`src/rtl/ram_stream_ctrl.sv`:
```
// rtl/ram_stream_ctrl.sv - record/playback sequencer between a sample stream and the DDR2 RAM wrapper
// Optional macro LOOP_PLAYBACK_EN: playback restarts at address 0 at end of data until stop.
module ram_stream_ctrl #(
  parameter int DATA_W = 8,
  parameter int ADDR_W = 26
) (
  input  logic              systemCLK,
  input  logic              reset,
  input  logic              start_rec,
  input  logic              start_play,
  input  logic              stop,
  input  logic [DATA_W-1:0] in_data,
  input  logic              in_valid,
  output logic              in_ready,
  output logic [DATA_W-1:0] out_data,
  output logic              out_valid,
  input  logic              out_ready,
  output logic [ADDR_W-1:0] ram_addr,
  output logic [DATA_W-1:0] ram_wdata,
  output logic              ram_we,
  output logic              ram_rd_req,
  output logic              ram_rd_ack,
  input  logic [DATA_W-1:0] ram_rdata,
  input  logic              ram_rd_pres,
  input  logic              ram_rdy,
  input  logic [ADDR_W-1:0] ram_max_addr,
  output logic [ADDR_W:0]   rec_len,
  output logic              busy,
  output logic              overflow
);

  typedef enum logic [2:0] {
    IDLE,
    REC_WAIT,
    REC_WRITE,
    PLAY_REQ,
    PLAY_WAIT,
    PLAY_OUT
  } state_t;

  localparam logic [ADDR_W:0]   LEN_ONE  = (ADDR_W+1)'(1);
  localparam logic [ADDR_W-1:0] ADDR_ONE = ADDR_W'(1);

  state_t            state, state_n;
  logic [ADDR_W-1:0] addr_n;
  logic [DATA_W-1:0] wdata_n;
  logic [DATA_W-1:0] odata_n;
  logic              ovalid_n;
  logic              ovf_n;
  logic [ADDR_W:0]   len_n;
  logic              stop_pend, stop_pend_n;
  logic              stop_any;
  logic              at_end;
  logic              we_c, rd_req_c, rd_ack_c, in_ready_c;

  // A stop seen mid-write or mid-read is remembered so the RAM transaction always finishes.
  assign stop_any = stop | stop_pend;
  assign at_end   = (({1'b0, ram_addr}) + LEN_ONE) == rec_len;

  always_ff @(posedge systemCLK) begin
    if (reset) begin
      state     <= IDLE;
      ram_addr  <= '0;
      ram_wdata <= '0;
      out_data  <= '0;
      out_valid <= 1'b0;
      overflow  <= 1'b0;
      rec_len   <= '0;
      stop_pend <= 1'b0;
    end else begin
      state     <= state_n;
      ram_addr  <= addr_n;
      ram_wdata <= wdata_n;
      out_data  <= odata_n;
      out_valid <= ovalid_n;
      overflow  <= ovf_n;
      rec_len   <= len_n;
      stop_pend <= stop_pend_n;
    end
  end

  always_comb begin
    state_n     = state;
    addr_n      = ram_addr;
    wdata_n     = ram_wdata;
    odata_n     = out_data;
    ovalid_n    = out_valid;
    ovf_n       = overflow;
    len_n       = rec_len;
    stop_pend_n = stop_pend;
    we_c        = 1'b0;
    rd_req_c    = 1'b0;
    rd_ack_c    = 1'b0;
    in_ready_c  = 1'b0;
    case (state)
      IDLE: begin
        stop_pend_n = 1'b0;
        if (start_rec) begin
          addr_n  = '0;
          ovf_n   = 1'b0;
          state_n = REC_WAIT;
        end else if (start_play && (rec_len != '0)) begin
          addr_n  = '0;
          state_n = PLAY_REQ;
        end
      end
      REC_WAIT: begin
        if (stop_any) begin
          len_n       = {1'b0, ram_addr};
          stop_pend_n = 1'b0;
          state_n     = IDLE;
        end else begin
          in_ready_c = ram_rdy;
          if (in_valid && ram_rdy) begin
            wdata_n = in_data;
            state_n = REC_WRITE;
          end
        end
      end
      REC_WRITE: begin
        if (stop) stop_pend_n = 1'b1;
        if (ram_rdy) begin
          we_c = 1'b1;
          if (ram_addr == ram_max_addr) begin
            len_n       = {1'b0, ram_addr} + LEN_ONE;
            ovf_n       = 1'b1;
            stop_pend_n = 1'b0;
            state_n     = IDLE;
          end else begin
            addr_n  = ram_addr + ADDR_ONE;
            state_n = REC_WAIT;
          end
        end
      end
      PLAY_REQ: begin
        if (stop_any) begin
          stop_pend_n = 1'b0;
          state_n     = IDLE;
        end else if (ram_rdy) begin
          rd_req_c = 1'b1;
          state_n  = PLAY_WAIT;
        end
      end
      PLAY_WAIT: begin
        if (stop) stop_pend_n = 1'b1;
        if (ram_rd_pres) begin
          rd_ack_c = 1'b1;
          odata_n  = ram_rdata;
          ovalid_n = 1'b1;
          state_n  = PLAY_OUT;
        end
      end
      PLAY_OUT: begin
        if (stop) stop_pend_n = 1'b1;
        if (out_ready) begin
          ovalid_n = 1'b0;
          if (stop_any) begin
            stop_pend_n = 1'b0;
            state_n     = IDLE;
          end else if (at_end) begin
`ifdef LOOP_PLAYBACK_EN
            addr_n  = '0;
            state_n = PLAY_REQ;
`else
            state_n = IDLE;
`endif
          end else begin
            addr_n  = ram_addr + ADDR_ONE;
            state_n = PLAY_REQ;
          end
        end
      end
      default: state_n = IDLE;
    endcase
  end

  // Combinational strobes are masked by reset so no command escapes in the reset cycle.
  assign ram_we     = we_c & ~reset;
  assign ram_rd_req = rd_req_c & ~reset;
  assign ram_rd_ack = rd_ack_c & ~reset;
  assign in_ready   = in_ready_c & ~reset;
  assign busy       = (state != IDLE);

endmodule

```
`config.mk`:
```
export PLATFORM = sky130hd
export DESIGN_NAME = ram_stream_ctrl
export DESIGN_NICKNAME = d
export VERILOG_FILES = /design/src/rtl/ram_stream_ctrl.sv
export SDC_FILE = /design/constraint.sdc
export NUM_CORES = 1
export LEC_CHECK = 0
export CAP_MARGIN = 25
export CORE_ASPECT_RATIO = 1.5
export CORE_MARGIN = 1
export CORE_UTILIZATION = 50
export DETAILED_ROUTE_END_ITERATION = 16
export PLACE_DENSITY = 0.9
export SLEW_MARGIN = 20
export SYNTH_ARGS = -nofsm -noshare
export SYNTH_HDL_FRONTEND = slang
export SYNTH_SLANG_ARGS = --single-unit
```
`constraint.sdc`:
```
create_clock -name systemCLK -period 4.54 [get_ports systemCLK]
set_input_delay 0.908 -clock systemCLK [delete_from_list [all_inputs] [get_ports systemCLK]]
set_output_delay 0.908 -clock systemCLK [all_outputs]
set_load 0.05 [all_outputs]
```
## Yosys cells after proc, flatten, opt, wreduce, memory -nomap -nowiden

Cells that the tools add are included.
Widths: inputs -> output; s select.

- Add/sub/neg operators: 2
- Equality and inequality tests: 20
- Mux-type cells: 47
- Bitwise operators: 7
- Reduce and logical (&&, ||, !) cells: 19

Operator list:

| cell | number |
|---|---|
| $mux 26 | 7 |
| $mux 27 | 3 |
| $pmux 26 s3 | 1 |
| $pmux 27 s2 | 1 |
| $add 26x1->27 const B | 1 |
| $eq 27x27->1 | 1 |
| $mux 3 | 9 |
| $reduce_bool 27->1 | 1 |
| $add 26x1->26 const B | 1 |
| $eq 26x26->1 | 1 |
| $mux 1 | 20 |
| $ne 2x2->1 const B | 9 |
| $pmux 3 s6 | 1 |
| $ne 3x3->1 const B | 3 |
| $reduce_and 4->1 | 2 |
| $reduce_and 7->1 | 1 |
| $eq 3x2->1 const B | 2 |
| $eq 3x3->1 const B | 2 |
| $reduce_and 3->1 | 2 |
| $reduce_and 6->1 | 1 |
| $reduce_bool 2->1 | 3 |
| $reduce_bool 3->1 | 2 |
| $pmux 1 s5 | 1 |
| $reduce_bool 5->1 | 1 |
| 11 further kinds | 19 |

- Register bits: 75
- Input port bits: 51
- Output and inout port bits: 76
- Logic and storage cells: 103

## Longest topological paths before layout

- Depth in word-level cells: 6
- Depth in mapped cells: 14
- Mapped depth without buffers: 10

## Least setup slack after synthesis

No wires, ideal clock.

- Path type: register to register
- From: reg ram_addr[0]
- To: reg ram_addr[15]
- Library setup time: 133 ps
- Arrival time: 3453 ps
- Data required time: 4407 ps
- Path slack: 954 ps
- Stages on the path, launching flop included: 14
- Buffers on the path: 3
- Period minus slack after synthesis: 3586 ps
- Cell sequence: dfxtp_1 > ha_1 > and3_1 > clkbuf_1 > nand3_1 > xnor2_1 > or4_1 > nor4_1 > nand4_1 > o31ai_4 > or3_1 > buf_6 > buf_8 > o31ai_2

- Word-level cells in the longest chain between the ends: 5
- Elaborated cells between the ends (all ways): 13
- Those cells by class: add/sub: 2; eq/ne: 4; mux: 6; reduce/logical: 1

Ends and longest elaborated chain:

| item | line | source |
|---|---|---|
| start, declared | 18 | `output logic [ADDR_W-1:0] ram_addr,` |
| start signal, assigned | 72 | `ram_addr <= addr_n;` |
| branches (longest 5 deep; another with $add 26x1->27) | n/a |  |

Parallel ways; which one is timed is not known. The select of a mux whose other input is x is not followed.
A chain may end at the register's enable or synchronous reset.

## Worst setup path in the final report

- From: reg ram_addr[2]
- To: reg ram_addr[17]

The elaborated chain is that of the path after synthesis.

==> metrics.txt <==
# TYPE chip_impl_metric gauge
chip_impl_metric{name="detail_route.vias_per_cell",unit=""} 6.20
chip_impl_metric{name="synth.area.mux_share",unit="%"} 1.61
chip_impl_metric{name="synth_top_cell_area_share",unit="%"} 30.1
chip_impl_metric{name="maxSlewViolCount",unit=""} 0
chip_impl_metric{name="gp_congestion",unit=""} 0.995
chip_impl_metric{name="report.final.hold_viol_count",unit=""} 0
chip_impl_info{name="synthMostInstantiatedCell",value="sky130_fd_sc_hd__nor2_1"} 1
chip_impl_metric{name="yosys.area_share.simple",unit="%"} 24.9
chip_impl_metric{name="finalCritPeriodShare",unit="%"} 86.0
chip_impl_metric{name="synth-adder-area-share",unit="%"} 0.251
chip_impl_info{name="critPathKind",value="flop to flop"} 1
chip_impl_metric{name="finalCriticalPeriod",unit="ps"} 3910
chip_impl_metric{name="drive_gt1_share",unit="%"} 9.93
chip_impl_metric{name="area_growth",unit="%"} 32.5
chip_impl_info{name="worstReg2RegStart",value="ram_addr[2]"} 1
chip_impl_metric{name="initial_utilization",unit="%"} 51.4
chip_impl_info{name="run_status",value="complete, no violations"} 1
chip_impl_info{name="yosys.area.top_type",value="sky130_fd_sc_hd__dfxtp_1"} 1
chip_impl_metric{name="fin_setup_tns",unit="ps"} 0
chip_impl_metric{name="post_cts_resize_count",unit=""} 0
chip_impl_metric{name="dieHeight",unit="um"} 124
chip_impl_metric{name="hpwlAfterDp",unit="um"} 11900
chip_impl_metric{name="post-cts-setup-buffer-count",unit=""} 0
chip_impl_info{name="cp-start-kind",value="flop"} 1
chip_impl_metric{name="final.setup.worst_slack",unit="ps"} 635
chip_impl_metric{name="synth_cells",unit=""} 627
chip_impl_metric{name="ctsHoldBuffers",unit=""} 0
chip_impl_metric{name="synthDistinctLibCells",unit=""} 55
chip_impl_metric{name="drt-total-wl",unit="um"} 16500
chip_impl_metric{name="wire_length_of_the_first_global_routing_pass",unit="um"} 26300
chip_impl_metric{name="insertedDiodeCount",unit=""} 0
chip_impl_metric{name="grt_pass1_vias",unit=""} 5140
chip_impl_metric{name="power_per_cell_area",unit="mW/mm2"} 437
chip_impl_metric{name="final_antenna_net_count",unit=""} 0
chip_impl_metric{name="die-area",unit="mm2"} 0.0104
chip_impl_metric{name="ir_worst_vdd",unit="mV"} 0.297
chip_impl_info{name="rsz0062_at_grt",value="false"} 1
chip_impl_metric{name="critical_path_peak_fanout",unit=""} 13
chip_impl_metric{name="worst_path_largest_cell_delay",unit="ps"} 710
chip_impl_info{name="hp-class",value="flop to flop"} 1
chip_impl_info{name="cpMaxStageDelayCell",value="sky130_fd_sc_hd__or4_1"} 1
chip_impl_info{name="crit_path_cell_trace",value="nand4_2, or4_1, xnor2_1, o21ai_1, a2111oi_1, nand4b_1, o31ai_4, or3_1, buf_4, o41ai_1"} 1
chip_impl_metric{name="drcViolationCount",unit=""} 0
chip_impl_metric{name="numCtsBuffers",unit=""} 9
chip_impl_metric{name="number_of_enable_type_register_cells_in_the_synthesized_netlist",unit=""} 0
chip_impl_info{name="synth.top_cells.by_count",value="sky130_fd_sc_hd__nor2_1 (85), sky130_fd_sc_hd__dfxtp_1 (75), sky130_fd_sc_hd__nand2_1 (54)"} 1
chip_impl_metric{name="place.port_buffers",unit=""} 126
chip_impl_metric{name="synth.yosys.seq_area_share",unit="%"} 30.1
chip_impl_metric{name="clock_latency",unit="ps"} 340
chip_impl_metric{name="clock_tree.htree_level_count",unit=""} 3
chip_impl_metric{name="clk_pin_slew",unit="ps"} 50
chip_impl_metric{name="synth_xor_xnor_area_share",unit="%"} 15.6
chip_impl_metric{name="maxClockFrequency",unit="MHz"} 256
chip_impl_metric{name="avgRoutedWirePerCell",unit="um"} 19.4
chip_impl_metric{name="total_vias_in_the_final_route",unit=""} 5268
chip_impl_metric{name="synthesis.nets",unit=""} 679
chip_impl_info{name="min-delay-start",value="out_data[5]"} 1
chip_impl_metric{name="yosys_warnings",unit=""} 0
chip_impl_metric{name="r2r.worst_path.cells",unit=""} 10
chip_impl_info{name="regToRegEndpoint",value="ram_addr[17]"} 1
chip_impl_metric{name="power.leakage",unit="nW"} 2.29
chip_impl_metric{name="critPathArrivalTime",unit="ps"} 4100
chip_impl_metric{name="worst_slew_pin_slew",unit="ps"} 775
chip_impl_metric{name="relSlewSlack",unit="%"} 48.3
chip_impl_metric{name="io_pins",unit=""} 127
chip_impl_metric{name="synth_area_in_compound_gates",unit="%"} 21.4
chip_impl_info{name="dominantRegCellSynth",value="sky130_fd_sc_hd__dfxtp_1"} 1
chip_impl_metric{name="finClkSkew",unit="ps"} 5.86
chip_impl_info{name="timing.critical_path.to_type",value="flop"} 1
chip_impl_metric{name="grtUsageTotal",unit="%"} 31.9
chip_impl_metric{name="initial_antenna_violation_count",unit=""} 0
chip_impl_metric{name="grt_max_degree",unit=""} 52
chip_impl_metric{name="count_of_tritonroute_iterations_in_the_first_routing_pass",unit=""} 5
chip_impl_metric{name="std_cell_rows",unit=""} 44
chip_impl_metric{name="core-area",unit="mm2"} 0.00969
chip_impl_metric{name="die_w",unit="um"} 83.5
chip_impl_info{name="min_delay_worst_endpoint",value="out_data[5]"} 1
chip_impl_metric{name="final_layout_net_count",unit=""} 782
chip_impl_metric{name="timing.critical_path.required",unit="ps"} 4740
chip_impl_metric{name="dpl_worst_slack",unit="ps"} 387
chip_impl_info{name="synth.top_cells.by_area",value="sky130_fd_sc_hd__dfxtp_1 (30%), sky130_fd_sc_hd__xnor2_1 (8.6%), sky130_fd_sc_hd__xor2_1 (7.0%)"} 1
chip_impl_metric{name="max-cap-violations",unit=""} 0
chip_impl_metric{name="syn_avg_cell_area",unit="um2"} 7.95
chip_impl_info{name="cts.root.buffer_cell",value="sky130_fd_sc_hd__clkbuf_16"} 1
chip_impl_metric{name="grt_remaining_overflow",unit=""} 0
chip_impl_metric{name="post_synth_instance_area",unit="mm2"} 0.00498
chip_impl_metric{name="synthArstFlopShare",unit="%"} 0
chip_impl_metric{name="postSynthRegisterBits",unit=""} 75
chip_impl_metric{name="min_path_cells",unit=""} 2
chip_impl_metric{name="cts_num_sinks",unit=""} 75
chip_impl_metric{name="timing.final.setup_violations",unit=""} 0
chip_impl_info{name="clock_tree_from_tritoncts",value="yes"} 1
chip_impl_metric{name="r2r_setup_slack",unit="ps"} 630
chip_impl_metric{name="cts_buffer_depth",unit=""} 2
chip_impl_info{name="combinational_family_with_the_most_area_after_synthesis",value="simple AND/OR/NAND/NOR gates"} 1
chip_impl_metric{name="drt_iter0_drc",unit=""} 519
## report_power, final
| group | leakage, nW | total (W) | switching, W | internal [W] |
|---|---|---|---|---|
| Clock | 0.141 | 0.000718 | 0.000277 | 0.000441 |
| Sequential | 0.607 | 0.000846 | 0.000109 | 0.000737 |
| Combinational | 1.54 | 0.00132 | 0.000869 | 0.000453 |
| Total | 2.29 | 0.00289 | 0.00125 | 0.00163 |
## sequential cells by signal, indices dropped and copies added (netlist names)
register	flops
ram_addr	26
stop_pend	1
out_data	8
overflow	1
ram_wdata	8
rec_len	27
state	3
out_valid	1
## worst max-delay path by stage
stage / start / to / slack, ps / cells past startpoint
5_1_grt: ram_addr[2] / ram_addr[17] / 410 / 10
3_3_place_gp: ram_max_addr[9] / ram_addr[17] / 470 / 12
6_report: ram_addr[2] / ram_addr[17] / 630 / 10
3_5_place_dp: ram_max_addr[9] / ram_addr[17] / 390 / 12
2_1_floorplan: ram_addr[0] / ram_addr[15] / 950 / 13
4_1_cts: ram_max_addr[9] / ram_addr[17] / 720 / 12
## stage by stage
step                      cell area, um2  instances  hold slack, ps  total power [W]  utilization, %
final                               6600        850             452          0.00289            68.2
after global routing                6600        850             479          0.00300            68.2
after CTS                           6600        850             455          0.00287            68.2
after detailed placement            6310        834             447          0.00215            65.2
after global placement              6310        834             442          0.00213            65.2
after floorplan                     4980        627             505          0.00173               -
## metal layers
layer	wire length (um)	part of all wire (%)	GRT usage (%)	vias to the layer above
li1	-	-	-	2432
met1	5980	36	36.1	2425
met2	8170	50	54.0	347
met3	1430	8.7	7.69	64
met4	903	5.5	19.0	0
met5	0	0	0	-
## worst max-delay path: cells and delay by family, from the launching register on
family                 cells  cell delay, ps
AO/OA/AOI/OAI              4             870
XOR/XNOR                   1             240
flip-flops                 1             620
buffers and inverters      1             260
AND/OR/NAND/NOR            4            1760
## cell families after synthesis
kind of cell / count (synthesis)
AO/OA/AOI/OAI: 142
multiplexers: 8
adder cells (fa/ha/maj): 1
XOR/XNOR: 89
flip-flops: 75
buffers and inverters: 64
AND/OR/NAND/NOR: 248
## area by class of cell
| cell class | count | area [um2] |
|---|---|---|
| fillers | 789 | 3090 |
| clock buffers | 14 | 254 |
| flip-flops and latches | 75 | 1500 |
| repair buffers | 151 | 1470 |
| inverters | 5 | 18.8 |
| well taps | 115 | 144 |
| clock inverters | 2 | 35.0 |
| multi-input cells | 488 | 3180 |
## cell usage in the layout, fill, tap and decap left out, types with 4 or more instances in the layout
cell type	count
sky130_fd_sc_hd__a21oi_1	31
sky130_fd_sc_hd__o21ai_2	5
sky130_fd_sc_hd__a31oi_1	9
sky130_fd_sc_hd__mux2i_1	8
sky130_fd_sc_hd__clkdlybuf4s50_1	123
sky130_fd_sc_hd__xnor2_1	49
sky130_fd_sc_hd__nor3_1	13
sky130_fd_sc_hd__xor2_1	40
sky130_fd_sc_hd__o21ai_0	10
sky130_fd_sc_hd__or3_1	4
sky130_fd_sc_hd__inv_1	5
sky130_fd_sc_hd__and3_1	9
sky130_fd_sc_hd__o41ai_1	4
sky130_fd_sc_hd__nand3_1	25
sky130_fd_sc_hd__o211ai_1	24
sky130_fd_sc_hd__nor2b_1	6
sky130_fd_sc_hd__clkbuf_16	9
sky130_fd_sc_hd__nand4_1	10
sky130_fd_sc_hd__nor2_1	85
sky130_fd_sc_hd__nor4_1	14
sky130_fd_sc_hd__a211oi_1	28
sky130_fd_sc_hd__clkbuf_1	4
sky130_fd_sc_hd__dfxtp_1	75
sky130_fd_sc_hd__buf_4	26
sky130_fd_sc_hd__nand2b_1	4
sky130_fd_sc_hd__nand2_1	54
sky130_fd_sc_hd__o31ai_2	15
Note: power is estimated with default switching activity, not from simulation.
